## src/rtl/mem_ctrl_pkg.sv

```systemverilog
// mem_ctrl_pkg: shared encodings, default widths and sizing helper for the
// memory access sequencer.
package mem_ctrl_pkg;

  localparam int unsigned ADDR_W_DEF         = 16;
  localparam int unsigned DATA_W_DEF         = 16;
  localparam int unsigned WAIT_CYCLES_DEF    = 2;
  localparam int unsigned TIMEOUT_CYCLES_DEF = 16;

  typedef enum logic [2:0] {
    IDLE   = 3'd0,
    SETUP  = 3'd1,
    ACCESS = 3'd2,
    LOAD   = 3'd3,
    DONE   = 3'd4
  } state_e;

  typedef enum logic {
    READ  = 1'b0,
    WRITE = 1'b1
  } op_e;

  // Bits needed to hold a count from 0 up to and including limit.
  function automatic int unsigned cnt_width(input int unsigned limit);
    return (limit < 1) ? 1 : $clog2(limit + 1);
  endfunction

endpackage

```

## src/rtl/mem_ctrl_if.sv

```systemverilog
// mem_ctrl_if: processor-side request bus and memory-side strobes of the
// access sequencer. master = sequencer view, slave = datapath/memory view.
interface mem_ctrl_if
  import mem_ctrl_pkg::*;
#(
  parameter int unsigned ADDR_W = ADDR_W_DEF,
  parameter int unsigned DATA_W = DATA_W_DEF
);

  logic              rdReq;
  logic              wrReq;
  logic [ADDR_W-1:0] addrIn;
  logic [DATA_W-1:0] wrData;
  logic              busy;
  logic              done;
  logic              err;
  logic [DATA_W-1:0] mdrData;
  logic              mdrLoad;
  logic [ADDR_W-1:0] memAddr;
  logic [DATA_W-1:0] memWData;
  logic              memRe;
  logic              memWe;
  logic [DATA_W-1:0] memRData;
  logic              memReady;

  modport master (
    input  rdReq, wrReq, addrIn, wrData, memRData, memReady,
    output busy, done, err, mdrData, mdrLoad, memAddr, memWData, memRe, memWe
  );

  modport slave (
    output rdReq, wrReq, addrIn, wrData, memRData, memReady,
    input  busy, done, err, mdrData, mdrLoad, memAddr, memWData, memRe, memWe
  );

endinterface

```

## src/rtl/mem_wait_cnt.sv

```systemverilog
// mem_wait_cnt: saturating up-counter with synchronous clear; reached is a
// registered flag equal to (count == LIMIT).
module mem_wait_cnt
  import mem_ctrl_pkg::*;
#(
  parameter int unsigned LIMIT = WAIT_CYCLES_DEF
) (
  input  logic clk,
  input  logic reset,
  input  logic clr,
  input  logic inc,
  output logic reached
);

  localparam int unsigned W = cnt_width(LIMIT);

  logic [W-1:0] cnt_q;
  logic [W-1:0] cnt_d;

  // Next count: clear wins, increment stops at LIMIT.
  always_comb begin
    cnt_d = cnt_q;
    if (clr) begin
      cnt_d = '0;
    end else if (inc && (cnt_q != W'(LIMIT))) begin
      cnt_d = cnt_q + W'(1);
    end
  end

  // Count and reached flag registered together so they always agree.
  always_ff @(posedge clk) begin
    if (!reset) begin
      cnt_q   <= '0;
      reached <= 1'b0;
    end else begin
      cnt_q   <= cnt_d;
      reached <= (cnt_d == W'(LIMIT));
    end
  end

endmodule

```

## src/rtl/mem_ctrl.sv

```systemverilog
// mem_ctrl: single-request memory access sequencer between MAR/MDR and data
// memory. Optional ACCESS timeout enabled by defining MEM_CTRL_TIMEOUT_EN.
module mem_ctrl
  import mem_ctrl_pkg::*;
#(
  parameter int unsigned ADDR_W         = ADDR_W_DEF,
  parameter int unsigned DATA_W         = DATA_W_DEF,
  parameter int unsigned WAIT_CYCLES    = WAIT_CYCLES_DEF,
  parameter int unsigned TIMEOUT_CYCLES = TIMEOUT_CYCLES_DEF
) (
  input logic        clk,
  input logic        reset,
  mem_ctrl_if.master bus
);

  state_e            state_q, state_d;
  op_e               op_q, op_d;
  logic [ADDR_W-1:0] addr_q, addr_d;
  logic [DATA_W-1:0] wdata_q, wdata_d;
  logic [DATA_W-1:0] rdata_q, rdata_d;
  logic              err_q, err_d;
  logic              busy_q, busy_d;
  logic              done_q, done_d;
  logic              load_q, load_d;
  logic              re_q, re_d;
  logic              we_q, we_d;
  logic              wait_reached;
  logic              cnt_clr_c;
  logic              cnt_inc_c;

  assign cnt_clr_c = (state_q == SETUP);
  assign cnt_inc_c = (state_q == ACCESS);

  // Strobe-active wait states before memReady is honoured.
  mem_wait_cnt #(.LIMIT(WAIT_CYCLES)) u_wait_cnt (
    .clk     (clk),
    .reset   (reset),
    .clr     (cnt_clr_c),
    .inc     (cnt_inc_c),
    .reached (wait_reached)
  );

`ifdef MEM_CTRL_TIMEOUT_EN
  localparam int unsigned TO_LIMIT = (TIMEOUT_CYCLES > 0) ? TIMEOUT_CYCLES - 1 : 0;
  logic to_reached;

  // ACCESS-cycle budget; reached during the last permitted ACCESS cycle.
  mem_wait_cnt #(.LIMIT(TO_LIMIT)) u_timeout_cnt (
    .clk     (clk),
    .reset   (reset),
    .clr     (cnt_clr_c),
    .inc     (cnt_inc_c),
    .reached (to_reached)
  );
`else
  // Keeps the timeout parameter referenced when the feature is compiled out.
  logic unused_timeout_cfg;
  assign unused_timeout_cfg = ^32'(TIMEOUT_CYCLES);
`endif

  // Next state, latched request fields and next registered output values.
  always_comb begin
    state_d = state_q;
    op_d    = op_q;
    addr_d  = addr_q;
    wdata_d = wdata_q;
    rdata_d = rdata_q;
    err_d   = err_q;

    case (state_q)
      IDLE: begin
        if (bus.rdReq) begin
          op_d    = READ;
          addr_d  = bus.addrIn;
          err_d   = 1'b0;
          state_d = SETUP;
        end else if (bus.wrReq) begin
          op_d    = WRITE;
          addr_d  = bus.addrIn;
          wdata_d = bus.wrData;
          err_d   = 1'b0;
          state_d = SETUP;
        end
      end
      SETUP: state_d = ACCESS;
      ACCESS: begin
        if (wait_reached && bus.memReady) begin
          if (op_q == READ) begin
            rdata_d = bus.memRData;
            state_d = LOAD;
          end else begin
            state_d = DONE;
          end
        end
`ifdef MEM_CTRL_TIMEOUT_EN
        else if (to_reached) begin
          err_d   = 1'b1;
          state_d = DONE;
        end
`endif
      end
      LOAD:    state_d = DONE;
      DONE:    state_d = IDLE;
      default: state_d = IDLE;
    endcase

    busy_d = (state_d != IDLE);
    done_d = (state_d == DONE);
    load_d = (state_d == LOAD);
    re_d   = (state_d == ACCESS) && (op_d == READ);
    we_d   = (state_d == ACCESS) && (op_d == WRITE);
  end

  // State and output registers with synchronous active-low reset.
  always_ff @(posedge clk) begin
    if (!reset) begin
      state_q <= IDLE;
      op_q    <= READ;
      addr_q  <= '0;
      wdata_q <= '0;
      rdata_q <= '0;
      err_q   <= 1'b0;
      busy_q  <= 1'b0;
      done_q  <= 1'b0;
      load_q  <= 1'b0;
      re_q    <= 1'b0;
      we_q    <= 1'b0;
    end else begin
      state_q <= state_d;
      op_q    <= op_d;
      addr_q  <= addr_d;
      wdata_q <= wdata_d;
      rdata_q <= rdata_d;
      err_q   <= err_d;
      busy_q  <= busy_d;
      done_q  <= done_d;
      load_q  <= load_d;
      re_q    <= re_d;
      we_q    <= we_d;
    end
  end

  assign bus.busy     = busy_q;
  assign bus.done     = done_q;
  assign bus.err      = err_q;
  assign bus.mdrData  = rdata_q;
  assign bus.mdrLoad  = load_q;
  assign bus.memAddr  = addr_q;
  assign bus.memWData = wdata_q;
  assign bus.memRe    = re_q;
  assign bus.memWe    = we_q;

endmodule

```

## src/flat_wrapper.sv

```systemverilog
// flat-port wrapper written by rule: the top's interface ports become plain ports
module mem_ctrl_flat import mem_ctrl_pkg::*;
#(
  parameter int unsigned ADDR_W         = ADDR_W_DEF,
  parameter int unsigned DATA_W         = DATA_W_DEF,
  parameter int unsigned WAIT_CYCLES    = WAIT_CYCLES_DEF,
  parameter int unsigned TIMEOUT_CYCLES = TIMEOUT_CYCLES_DEF
)
  (clk, reset, bus_rdReq, bus_wrReq, bus_addrIn, bus_wrData, bus_memRData, bus_memReady, bus_busy, bus_done, bus_err, bus_mdrData, bus_mdrLoad, bus_memAddr, bus_memWData, bus_memRe, bus_memWe);
  mem_ctrl_if #(.ADDR_W(ADDR_W), .DATA_W(DATA_W)) bus_i ();
  input logic clk;
  input logic reset;
  input wire logic [$bits(bus_i.rdReq)-1:0] bus_rdReq;
  input wire logic [$bits(bus_i.wrReq)-1:0] bus_wrReq;
  input wire logic [$bits(bus_i.addrIn)-1:0] bus_addrIn;
  input wire logic [$bits(bus_i.wrData)-1:0] bus_wrData;
  input wire logic [$bits(bus_i.memRData)-1:0] bus_memRData;
  input wire logic [$bits(bus_i.memReady)-1:0] bus_memReady;
  output wire logic [$bits(bus_i.busy)-1:0] bus_busy;
  output wire logic [$bits(bus_i.done)-1:0] bus_done;
  output wire logic [$bits(bus_i.err)-1:0] bus_err;
  output wire logic [$bits(bus_i.mdrData)-1:0] bus_mdrData;
  output wire logic [$bits(bus_i.mdrLoad)-1:0] bus_mdrLoad;
  output wire logic [$bits(bus_i.memAddr)-1:0] bus_memAddr;
  output wire logic [$bits(bus_i.memWData)-1:0] bus_memWData;
  output wire logic [$bits(bus_i.memRe)-1:0] bus_memRe;
  output wire logic [$bits(bus_i.memWe)-1:0] bus_memWe;
  assign bus_i.rdReq = bus_rdReq;
  assign bus_i.wrReq = bus_wrReq;
  assign bus_i.addrIn = bus_addrIn;
  assign bus_i.wrData = bus_wrData;
  assign bus_i.memRData = bus_memRData;
  assign bus_i.memReady = bus_memReady;
  assign bus_busy = bus_i.busy;
  assign bus_done = bus_i.done;
  assign bus_err = bus_i.err;
  assign bus_mdrData = bus_i.mdrData;
  assign bus_mdrLoad = bus_i.mdrLoad;
  assign bus_memAddr = bus_i.memAddr;
  assign bus_memWData = bus_i.memWData;
  assign bus_memRe = bus_i.memRe;
  assign bus_memWe = bus_i.memWe;
  mem_ctrl #(.ADDR_W(ADDR_W), .DATA_W(DATA_W), .WAIT_CYCLES(WAIT_CYCLES), .TIMEOUT_CYCLES(TIMEOUT_CYCLES)) u_core (.clk(clk), .reset(reset), .bus(bus_i));
endmodule
```

## config.mk

```make
export PLATFORM = sky130hd
export DESIGN_NAME = mem_ctrl_flat
export DESIGN_NICKNAME = d
export VERILOG_FILES = /design/src/rtl/mem_ctrl_pkg.sv /design/src/rtl/mem_ctrl_if.sv /design/src/rtl/mem_wait_cnt.sv /design/src/rtl/mem_ctrl.sv /design/src/flat_wrapper.sv
export SDC_FILE = /design/constraint.sdc
export NUM_CORES = 1
export LEC_CHECK = 0
export ABC_AREA = 1
export BUFFER_PORTS_ARGS = -buffer_cell sky130_fd_sc_hd__buf_4
export CAP_MARGIN = 15
export CORE_ASPECT_RATIO = 0.9
export CORE_MARGIN = 1.5
export CORE_UTILIZATION = 45
export CTS_BUF_LIST = sky130_fd_sc_hd__clkbuf_8
export DETAILED_ROUTE_END_ITERATION = 6
export PLACE_DENSITY = 0.75
export SETUP_SLACK_MARGIN = 0.15
export SYNTH_ARGS = -nofsm -noshare
export SYNTH_HDL_FRONTEND = slang
export SYNTH_SLANG_ARGS = --single-unit
export TNS_END_PERCENT = 100
```

## constraint.sdc

```tcl
create_clock -name clk -period 1.75 [get_ports clk]
set_clock_uncertainty 0.2 [all_clocks]
set_input_delay 0.0875 -clock clk [delete_from_list [all_inputs] [get_ports clk]]
set_output_delay 0.0875 -clock clk [all_outputs]
set_load 0.01 [all_outputs]
```

# Word-level counts from Yosys, hierarchy flattened

Cells that the tools add are included.

Flip-flop bits (word level): 61
Input port bits: 53
Output and inout bits: 54
Word-level logic and storage cells: 49

Add/sub/neg operators: 1
Eq/ne operators: 8
Multiplexer cells: 14
Bitwise logic cells: 3
Reductions and logical operators: 10

Operators with widths:

| kind                                          | number |
|---|---|
| two-way mux 16 bit                            | 2 |
| == test 3 x 2 -> 1 bit, second input constant | 4 |
| two-way mux 3 bit                             | 4 |
| one-hot mux 3 bit (4 select lines)            | 1 |
| AND reduction 3 bit                           | 2 |
| two-way mux 1 bit                             | 5 |
| logical AND 1 bit                             | 4 |
| two-way mux 2 bit                             | 2 |
| == test 3 x 1 -> 1 bit, second input constant | 1 |
| == test 3 bit, second input constant          | 1 |
| logical NOT 3 bit                             | 1 |
| NOT 1 bit                                     | 3 |
| nonzero test 3 bit                            | 1 |
| adder 2 x 1 -> 2 bit, second input constant   | 1 |
| == test 2 bit, second input constant          | 1 |
| != test 2 bit, second input constant          | 1 |
| AND reduction 2 bit                           | 1 |
| nonzero test 2 bit                            | 1 |

# Logic depth before layout (Yosys ltp)

Gate-level depths: netlist of run 1.

Depth after elaboration: 5
Depth in mapped cells: 8
Depth with buffers taken out: 8

# Modules after synthesis

From an unflattened synthesis of run 1, not the netlist that was laid out.

Cells, all modules: 275
Area, all modules: 2194.6 sq um

Modules (own cells, without submodules):

| module       | instances | cells an instance | area each (sq um) |
|---|---|---|---|
| mem_ctrl     | 1         | 255               | 2054.5 |
| mem_wait_cnt | 1         | 20                | 140.1 |

# Worst setup path after synthesis of run 1

OpenSTA, ideal clock, no wires.

Path kind: reg2reg
Start point: reg u_core.state_q[0]
End point: reg u_core.rdata_q[10] (netlist: u_core.bus.mdrData[10])
Library setup time: 0.113 ns
Arrival time: 1.031 ns
Required time: 1.437 ns
Slack: 0.406 ns
Stages on the path, launching flop included: 8
Period minus slack after synthesis: 1.344 ns
Cells stage by stage: dfxtp_1 > inv_2 > nand3_2 > nor2_4 > inv_2 > buf_6 > nor2_2 > nor2_1

Longest elaborated chain between the ends: 2

Ends and longest elaborated chain:

| item                          | line            | text |
|---|---|---|
| start: declaration            | mem_ctrl.sv:16  | `state_e state_q, state_d;` |
| start signal: assignment      | mem_ctrl.sv:129 | `state_q <= state_d;` |
| == test 3 x 2 -> 1 bit        | mem_ctrl.sv:70  | `case (state_q)` |
| AND reduction 3 bit (no line) | --              |  |
| end signal: assignment        | mem_ctrl.sv:133 | `rdata_q <= rdata_d;` |
| end: declaration              | mem_ctrl.sv:20  | `logic [DATA_W-1:0] rdata_q, rdata_d;` |

Every way passes these cells.
A chain may end at the register's enable or synchronous reset.

# Worst setup path in the final report of run 1

Start point: reg u_core.state_q[1]
End point: reg u_core.wdata_q[12] (netlist: u_core.bus.memWData[12])

Longest elaborated chain between the ends: 2

Ends and longest elaborated chain:

| item                          | line            | text |
|---|---|---|
| logical NOT 3 bit             | mem_ctrl.sv:70  |  |
| AND reduction 3 bit (no line) | --              |  |
| end signal: assignment        | mem_ctrl.sv:132 | `wdata_q <= wdata_d;` |
| end: declaration              | mem_ctrl.sv:19  | `logic [DATA_W-1:0] wdata_q, wdata_d;` |

Every way passes these cells.

==> results of run 1 <==
==> metrics by stage <==
| step | setup WS [ps] | hold slack (ps) | area (um2) | std cells |
|---|---|---|---|---|
| after floorplan | 406 | 15.7 | 2440 | 329 |
| after global placement | 243 | 108 | 3230 | 489 |
| after detailed placement | 228 | 116 | 3230 | 489 |
| after CTS | 185 | 25.8 | 3960 | 557 |
| after global routing | 156 | 97.1 | 3980 | 558 |
| final | 271 | 58.6 | 3980 | 558 |
==> power by group through the flow <==
stage | Clock, mW | Combinational, mW | Sequential [mW]
after floorplan | 0 | 0.347 | 1.60
after global placement | 0 | 0.647 | 1.56
after detailed placement | 0 | 0.659 | 1.56
after CTS | 1.39 | 0.755 | 1.53
after global routing | 1.45 | 0.848 | 1.54
final | 1.36 | 0.764 | 1.54
==> worst paths after layout <==
path                          start                 endpoint  slack, ps  cells after the start
min                       bus_rdReq        u_core.state_q[0]         60                      5
max reg2reg       u_core.state_q[1]  u_core.bus.memWData[12]        270                      5
max               u_core.state_q[1]  u_core.bus.memWData[12]        270                      5
min reg2reg  u_core.bus.memWData[3]   u_core.bus.memWData[3]        280                      2
==> sequential cells by signal (all words and copies together), names as in the netlist <==
register and cells:
u_core.bus.memRe 1, u_core.bus.busy 1, u_core.bus.memWe 1, u_core.bus.memWData 16
u_core.u_wait_cnt.reached 1, u_core.bus.memAddr 16, u_core.bus.mdrData 16, u_core.state_q 3
u_core.bus.done 1, u_core.u_wait_cnt.cnt_q 2, u_core.bus.mdrLoad 1, u_core.op_q 1
==> final cells by class <==
class / count / area share
clock buffers: 10 / 0.0346
clock inverters: 6 / 0.0201
inverters: 32 / 0.0315
multi-input cells: 222 / 0.254
flip-flops and latches: 60 / 0.302
well taps: 67 / 0.0211
repair buffers: 161 / 0.337
==> Yosys cell counts <==
master	number	area [um2]
nand3b_1	16	120
and2_1	1	6.26
buf_4	2	15.0
nand3_1	5	25.0
nand2_2	1	6.26
a21oi_1	1	5.00
o21ai_0	8	40.0
nor2_4	3	33.8
nand3_2	2	20.0
clkbuf_1	3	11.3
buf_2	3	15.0
dfxtp_1	60	1200
nor2_1	99	372
ha_1	1	12.5
inv_1	28	105
inv_2	4	15.0
buf_6	5	56.3
conb_1	1	3.75
nand2_1	59	221
nor2_2	11	68.8
o21ai_1	11	55.1
buf_1	2	7.51
o211ai_1	1	7.51
nand4_1	2	12.5
==> timing repair <==
item / CTS / global route
hold endpoints to repair: 52 / 0
endpoints found under the setup margin: 0 / 32
setup buffers: 0 / 1
gates resized for setup: 0 / 4
hold buffers: 52 / 0
==> worst max-delay path, stage by stage, from the launching register on <==
cell     delay [ps]
dfxtp_1         350
nor2_2          160
nand3_2         120
nor2_4          340
nor2_1          120
nor2_1          130
==> layer usage <==
layer | share of wire | wire (um) | track usage
met2 | 0.47 | 3190 | 0.403
met4 | 0.0094 | 63 | 0.0594
met5 | 0 | 0 | 0
met3 | 0.10 | 679 | 0.109
met1 | 0.42 | 2790 | 0.258
==> cell families after synthesis <==
family | share of synthesized area
and+or+nand+nor | 0.364
DFF | 0.493
buffers and inverters | 0.0924
AOI/OAI and AO/OA | 0.0442
adders and majority gates | 0.00514
other | 0.00154
==> metrics.cfg, run 1 <==
[clock_tree]
clkTransAtPathRegs_ps = 70
cts_buffer_depth = 2
clk_latency_ps = 340
cts_root_buf = clkbuf_8
cts.sinks = 60
cts_made_buffers = 9
htree_levels = 3
cts_tree = built

[cells_and_area]
multi_input_area_um2 = 1010
fin_nets = 540
drive_gt1_frac = 0.293
ff_latch_area_um2 = 1200
layout_common_cells = 109 x buf_4, 99 x nor2_1, 60 x dfxtp_1
final_common_cell = buf_4
antenna_cells = 0
final_util = 0.761
fillers = 372
areaGrowthSynthToFinish_pct = 63.2

[die]
io_pins = 107
rows = 25
dieArea_um2 = 5860
die_h_um = 72.8
core_um2 = 5220
start_util = 0.466
die_w_um = 80.6

[timing]
tns_ps = 0
fin_crit_sh = 0.845
setup_viol = 0
finalHoldViolations = 0
max_freq_mhz = 676
layout_min_cycle_time_ps = 1480
slew_violations = 0
rsz0062_at_grt = no

[route]
first_pass_iters = 5
ant_nets = 0
drt-total-wl_um = 6730
viasPerCell = 4.53
drt_iter0_markers = 87
via_count = 2530
remaining_drc_errors = 0
route.detailed.wl_per_inst_um = 12.1

[worst_hold_path]
hp-class = in2reg

[synth]
synth_cell_types = 24
synth-warning-count = 0
syn-num-nets = 383
synth.avg_cell_area_um2 = 7.40
ys_ff_latch = 60
syn_area_um2 = 2440
syn_inst = 329
ys_seq_area_frac = 0.493

[power]
pwr-share-comb = 0.209
power_mw = 3.66
p_sw_mw = 0.978
clockPowerShare = 0.372
p_int_mw = 2.68
swShare = 0.267
p_seq_frac = 0.420
powerDensity_nw_per_um2 = 920
p_leak_nw = 1.98
max-vdd-ir-drop_mv = 0.540

[grt]
antenna_found_initial = 0
gr-total-overflow = 0
grt_pass1_wl_um = 10300
track_usage = 0.233
grt_pass1_vias = 2320
grt_max_degree = 45

[critical_path]
crit_arrival_ps = 1550
cp_data_required_time_ps = 1820
path_class = reg2reg
critPathCaptureType = register
startpoint_type = register
critical_path.max_fanout = 16

[run]
cap_violations = 0

[placed_design]
gp_congestion = 0.802
dp_hpwl_um = 4000
io_buffers = 105

[outcome]
status = finished, final reports clean

Power figures use the tool's default switching activity.
==> run 2, diff against run 1 <==
--- a/config.mk
+++ b/config.mk
@@ -10,10 +10,10 @@
 export CAP_MARGIN = 15
 export CORE_ASPECT_RATIO = 0.9
 export CORE_MARGIN = 1.5
-export CORE_UTILIZATION = 45
+export CORE_UTILIZATION = 44
 export CTS_BUF_LIST = sky130_fd_sc_hd__clkbuf_8
 export DETAILED_ROUTE_END_ITERATION = 6
-export PLACE_DENSITY = 0.75
+export PLACE_DENSITY = 0.76
 export SETUP_SLACK_MARGIN = 0.15
 export SYNTH_ARGS = -nofsm -noshare
 export SYNTH_HDL_FRONTEND = slang
==> constraint.sdc (replaced) <==
create_clock -name clk -period 1.3 [get_ports clk]
set_clock_uncertainty 0.2 [all_clocks]
set_input_delay 0.065 -clock clk [delete_from_list [all_inputs] [get_ports clk]]
set_output_delay 0.065 -clock clk [all_outputs]
set_load 0.01 [all_outputs]
==> run 2 against run 1 <==
  * Final cell count increased by 2.9%
  * Non-clock buffer count increased by 16
  * Fmax is 0.59% lower
  * First-iteration DRC count rose by 15%
  * The flow now finishes with violations (negative hold slack, negative setup slack)
  * Combinational power is 73% higher
==> metrics.cfg, run 2 (synthesis gave the netlist of run 1 again) <==
[die]
io_pins = 107  ; unchanged
die_w_um = 81.4  ; was 80.6 um
die_h_um = 73.6  ; was 72.8 um
core_um2 = 5290  ; was 5220 um2
dieArea_um2 = 5990  ; was 5860 um2
rows = 25  ; unchanged
start_util = 0.461  ; was 0.466

[worst_hold_path]
hp-class = in2reg  ; unchanged

[cells_and_area]
antenna_cells = 0  ; unchanged
areaGrowthSynthToFinish_pct = 84.0  ; was 63.2%
drive_gt1_frac = 0.414  ; was 0.293
final_common_cell = buf_4  ; unchanged
fin_nets = 556  ; was 540
final_cell_count_no_fill = 574  ; was 558
layout_common_cells = 115 x buf_4, 74 x nor2_1, 56 x dfxtp_1  ; was 109 x buf_4, 99 x nor2_1, 60 x dfxtp_1

[clock_tree]
cts_buffer_depth = 2  ; unchanged
hold_buffers = 50  ; was 52
cts_tree = built  ; unchanged
cts_root_buf = clkbuf_8  ; unchanged
htree_levels = 3  ; unchanged
clkTransAtPathRegs_ps = 70  ; about the same
cts_made_buffers = 9  ; unchanged
cts.sinks = 60  ; unchanged
clk_latency_ps = 340  ; about the same

[critical_path]
max_stage_delay_ps = 360  ; was 350 ps
crit_arrival_ps = 1550  ; about the same
cp_data_required_time_ps = 1360  ; was 1820 ps
startpoint = u_core.state_q[1]  ; unchanged
critical_path.max_fanout = 8  ; was 16
critPathCaptureType = register  ; unchanged
cp_slowest_cell = dfxtp_4  ; was dfxtp_1
reg2reg_from = u_core.state_q[1]  ; unchanged
startpoint_type = register  ; unchanged
cpMostUsedCell = nor2_4  ; was nor2_1
r2r_cells = 7  ; was 5
worstSetupEndpoint = u_core.bus.memWData[5]  ; was u_core.bus.memWData[12]
r2r_setup_slack_ps = -190  ; was 270 ps
path_cells = nor2_4 > buf_6 > nand3_4 > nor2_4 > buf_12 > nor2_4 > nor2_1  ; was nor2_2 > nand3_2 > nor2_4 > nor2_1 > nor2_1
path_class = reg2reg  ; unchanged
regToRegEndpoint = u_core.bus.memWData[5]  ; was u_core.bus.memWData[12]

[timing]
max_freq_mhz = 672  ; was 676 MHz
setup_viol = 54  ; was 0
layout_min_cycle_time_ps = 1490  ; was 1480 ps
finalHoldViolations = 26  ; was 0
timing.final.ws_setup_ps = -187  ; was 271 ps
fin_crit_sh = 1.14  ; was 0.845
slew_violations = 0  ; unchanged
rsz0062_at_grt = yes  ; was no
holdWs_ps = -83.2  ; was 58.6 ps
tns_ps = -5120  ; was 0 ps

[route]
first_pass_iters = 4  ; was 5
drt_iter0_markers = 100  ; was 87
drt-total-wl_um = 8380  ; was 6730 um
viasPerCell = 4.83  ; was 4.53
remaining_drc_errors = 0  ; unchanged
route.detailed.wl_per_inst_um = 14.6  ; was 12.1 um
ant_nets = 0  ; unchanged
via_count = 2771  ; was 2530

[power]
p_leak_nw = 2.16  ; was 1.98 nW
powerDensity_nw_per_um2 = 1200  ; was 920 nW/um2
power_mw = 5.38  ; was 3.66 mW
max-vdd-ir-drop_mv = 1.05  ; was 0.540 mV

[grt]
antenna_found_initial = 0  ; unchanged
grt_max_degree = 33  ; was 45
grt_pass1_wl_um = 11300  ; was 10300 um
grt_pass1_vias = 2522  ; was 2320
track_usage = 0.253  ; was 0.233
gr-total-overflow = 0  ; unchanged

[run]
cap_violations = 0  ; unchanged

[placed_design]
gp_congestion = 0.774  ; was 0.802
dp_hpwl_um = 4060  ; was 4000 um
io_buffers = 105  ; unchanged
placed_cells_incl_taps = 497  ; was 489

[outcome]
violations = negative hold slack, negative setup slack
status = finished with violations  ; was finished, final reports clean

==> run 2: cell count changes in the layout (fill, tap and decap cells not counted), moves of 5 or more <==
| cell | before | now |
|---|---|---|
| nor2_1 | 99 | 74 |
| nor2_4 | 3 | 20 |
| nor2_2 | 11 | 19 |
| buf_4 | 109 | 115 |
| buf_6 | 0 | 6 |
| inv_1 | 30 | 24 |
| o21ai_0 | 8 | 2 |
| nand2_1 | 59 | 54 |
==> run 2: cell type report <==
| cell class | count | area, um2 |
|---|---|---|
| flip-flops and latches | 60 | 1210 |
| fillers | 279 | 803 |
| multi-input cells | 222 | 1240 |
| clock buffers | 12 | 165 |
| inverters | 32 | 153 |
| well taps | 67 | 83.8 |
| clock inverters | 4 | 70.1 |
| repair buffers | 177 | 1560 |
==> run 2: where the power goes <==
group | switching (mW) | leakage, nW | internal, mW
clock | 0.737 | 0.122 | 1.23
combinational | 0.656 | 1.55 | 0.663
sequential | 0.110 | 0.493 | 1.99
total | 1.50 | 2.16 | 3.88
==> run 2: stage by stage <==
stage               area (um2)  utilization  hold slack (ps)  worst slack, ps
floorplan                 2470            -            -6.80            -14.0
global placement          3350        0.634             85.8             -132
detailed placement        3350        0.634             94.4             -184
CTS                       4230        0.799             -102            -62.9
global route              4480        0.848            -72.3             -251
finish                    4480        0.848            -83.2             -187
==> run 2: worst max-delay path: cells and delay by family, from the launching register on <==
| kind | cells | cell delay (ps) |
|---|---|---|
| flip-flops | 1 | 360 |
| buffers and inverters | 2 | 300 |
| AND/OR/NAND/NOR | 5 | 550 |
==> run 2: how the worst min path moves through the flow <==
stage | start | to | slack (ps) | cells past startpoint
after CTS | reset | u_core.bus.memAddr[7] | -100 | 3
final | reset | u_core.bus.mdrData[0] | -80 | 3
after detailed placement | bus_memRData[2] | u_core.bus.mdrData[2] | 90 | 3
after floorplan | bus_memRData[10] | u_core.bus.mdrData[10] | -7 | 2
after global placement | bus_memRData[10] | u_core.bus.mdrData[10] | 90 | 3
after global routing | reset | u_core.bus.memAddr[4] | -70 | 3
==> run 2: per-layer routing <==
layer,wire length (um),global-route usage,vias up
met5,0,0,-
met1,3250,0.262,1272
met4,216,0.0958,0
li1,-,-,1342
met3,705,0.0832,22
met2,4200,0.469,135
==> run 2: timing repair <==
item                                   CTS  global route
setup buffers                            4             5
setup endpoints to repair               60            60
gates resized for setup                 26            57
cloned                                   1             1
pin swaps                               10            27
endpoints found under the hold margin   58            25
==> run 3, diff against run 2 <==
--- a/config.mk
+++ b/config.mk
@@ -9,11 +9,12 @@
 export BUFFER_PORTS_ARGS = -buffer_cell sky130_fd_sc_hd__buf_4
 export CAP_MARGIN = 15
 export CORE_ASPECT_RATIO = 0.9
-export CORE_MARGIN = 1.5
+export CORE_MARGIN = 3
 export CORE_UTILIZATION = 44
 export CTS_BUF_LIST = sky130_fd_sc_hd__clkbuf_8
 export DETAILED_ROUTE_END_ITERATION = 6
 export PLACE_DENSITY = 0.76
+export RECOVER_POWER = 25
 export SETUP_SLACK_MARGIN = 0.15
 export SYNTH_ARGS = -nofsm -noshare
 export SYNTH_HDL_FRONTEND = slang
==> run 3 against run 2 <==
  * Die area up 7.9%
  * Setup slack better by 120 ps
  * Hold slack worse by 19 ps
  * Clock power down 14%
  * The run still ends with negative hold slack, negative setup slack left
  * Critical path depth down 1
  * First-iteration DRC count down 27%
  * Count of clock-buffer cells in the layout down 1
==> metrics.cfg, run 3 (synthesis gave the netlist of run 1 again) <==
[critical_path]
path_class = reg2reg  ; unchanged
crit_arrival_ps = 1440  ; was 1550 ps
cp_num_buf_inv = 2  ; unchanged
startpoint_type = register  ; unchanged
max_stage_delay_ps = 370  ; was 360 ps
cp_data_required_time_ps = 1370  ; was 1360 ps
path_cells = buf_6 > nand3_4 > nor2_4 > buf_12 > o21ai_1 > nor2_1  ; was nor2_4 > buf_6 > nand3_4 > nor2_4 > buf_12 > nor2_4 > nor2_1
crit_family = simple AND/OR/NAND/NOR gates  ; unchanged
critical_path.max_fanout = 16  ; was 8
cp_slowest_cell = dfxtp_4  ; unchanged
critPathCaptureType = register  ; unchanged

[timing]
fin_crit_sh = 1.05  ; was 1.14
timing.final.ws_setup_ps = -67.8  ; was -187 ps
holdWs_ps = -102  ; was -83.2 ps
finalHoldViolations = 27  ; was 26
rsz0062_at_grt = yes  ; unchanged
max_freq_mhz = 731  ; was 672 MHz
slew_violations = 0  ; unchanged
setup_viol = 49  ; was 54
layout_min_cycle_time_ps = 1370  ; was 1490 ps

[placed_design]
gp_congestion = 0.764  ; was 0.774
dpl_cell_area_um2 = 3340  ; was 3350 um2
dp_slack_ps = -172  ; was -184 ps
dp_hpwl_um = 4070  ; was 4060 um
io_buffers = 105  ; unchanged

[clock_tree]
cts_buffer_depth = 2  ; unchanged
cts_tree = built  ; unchanged
cts_made_buffers = 9  ; unchanged
cts_root_buf = clkbuf_8  ; unchanged
clkTransAtPathRegs_ps = 70  ; about the same
htree_levels = 3  ; unchanged
cts.sinks = 60  ; unchanged
hold_buffers = 50  ; unchanged
clk_latency_ps = 350  ; was 340 ps

[cells_and_area]
final_cell_area_um2 = 4100  ; was 4480 um2
drive_gt1_frac = 0.329  ; was 0.414
fin_nets = 547  ; was 556
layout_common_cells = 100 x buf_4, 95 x nor2_1, 57 x nand2_1  ; was 115 x buf_4, 74 x nor2_1, 56 x dfxtp_1
antenna_cells = 0  ; unchanged
areaGrowthSynthToFinish_pct = 68.5  ; was 84.0%
final_util = 0.772  ; was 0.848
final_common_cell = buf_4  ; unchanged

[power]
clockPowerShare = 0.346  ; was 0.365
p_seq_frac = 0.424  ; was 0.390
power_mw = 4.88  ; was 5.38 mW
powerDensity_nw_per_um2 = 1190  ; was 1200 nW/um2
p_sw_mw = 1.37  ; was 1.50 mW
max-vdd-ir-drop_mv = 1.26  ; was 1.05 mV
swShare = 0.280  ; was 0.279
pwr-share-comb = 0.231  ; was 0.245
p_leak_nw = 1.98  ; was 2.16 nW
p_int_mw = 3.52  ; was 3.88 mW

[run]
cap_violations = 0  ; unchanged

[route]
viasPerCell = 4.71  ; was 4.83
route.detailed.wl_per_inst_um = 12.7  ; was 14.6 um
first_pass_iters = 4  ; unchanged
ant_nets = 0  ; unchanged
drt_iter0_markers = 73  ; was 100
drt-total-wl_um = 7190  ; was 8380 um
remaining_drc_errors = 0  ; unchanged
via_count = 2659  ; was 2771

[die]
die_w_um = 84.4  ; was 81.4 um
io_pins = 107  ; unchanged
start_util = 0.458  ; was 0.461
core_um2 = 5320  ; was 5290 um2
die_h_um = 76.6  ; was 73.6 um
dieArea_um2 = 6470  ; was 5990 um2
rows = 25  ; unchanged

[grt]
grt_max_degree = 33  ; unchanged
track_usage = 0.228  ; was 0.253
grt_pass1_wl_um = 11800  ; was 11300 um
antenna_found_initial = 0  ; unchanged
gr-total-overflow = 0  ; unchanged
grt_pass1_vias = 2604  ; was 2522

[outcome]
status = finished with violations  ; unchanged
violations = negative hold slack, negative setup slack  ; unchanged

[worst_hold_path]
hp-class = in2reg  ; unchanged

-- run 3: through the flow --
stage          std cells  TNS (ps)
2_1_floorplan        329      -254
3_3_place_gp         496     -3750
3_5_place_dp         496     -4480
4_1_cts              562     -1200
5_1_grt              565     -5600
6_report             565     -1330
-- run 3: worst paths after layout --
check,start,to,slack [ps],cells past startpoint
hold / removal,reset,u_core.bus.mdrData[7],-100,3
hold reg to reg,u_core.bus.memWData[11],u_core.bus.memWData[11],280,2
setup reg to reg,u_core.state_q[1],u_core.bus.mdrData[2],-70,6
setup / recovery,u_core.state_q[1],u_core.bus.mdrData[2],-70,6
-- run 3: layout make-up --
class | count | area (um2)
multi-input combinational | 222 | 1090
clock inverter | 5 | 51.3
clock buffer | 11 | 151
sequential | 60 | 1210
timing repair buffer | 168 | 1380
fill | 372 | 1210
tap | 67 | 83.8
inverter | 32 | 138
-- run 3: worst reg2reg max path, stage by stage (launching register included) --
cell and delay (ps):
dfxtp_4 370, buf_6 110, nand3_4 80, nor2_4 190, buf_12 180, o21ai_1 70
nor2_1 110
-- run 3: repair_timing --
action                                  in CTS  in global routing
resized for setup                           11                 23
hold endpoints to repair                    58                 25
pin swaps                                    4                  4
endpoints found under the setup margin      60                 60
buffers inserted                             0                  3
-- run 3: power by group through the flow --
stage | Clock [mW] | Sequential (mW) | Combinational [mW]
after detailed placement | 0 | 2.11 | 0.951
after CTS | 1.75 | 2.07 | 1.10
after floorplan | 0 | 2.16 | 0.485
final | 1.69 | 2.07 | 1.13
after global routing | 1.80 | 2.09 | 1.25
after global placement | 0 | 2.10 | 0.929
-- run 3: routing by layer --
metal	vias to the layer above	part of all wire	global-route usage
met4	0	0.017	0.0981
met2	100	0.51	0.413
met5	-	0	0
met3	13	0.080	0.0789
met1	1211	0.39	0.237
li1	1335	-	-
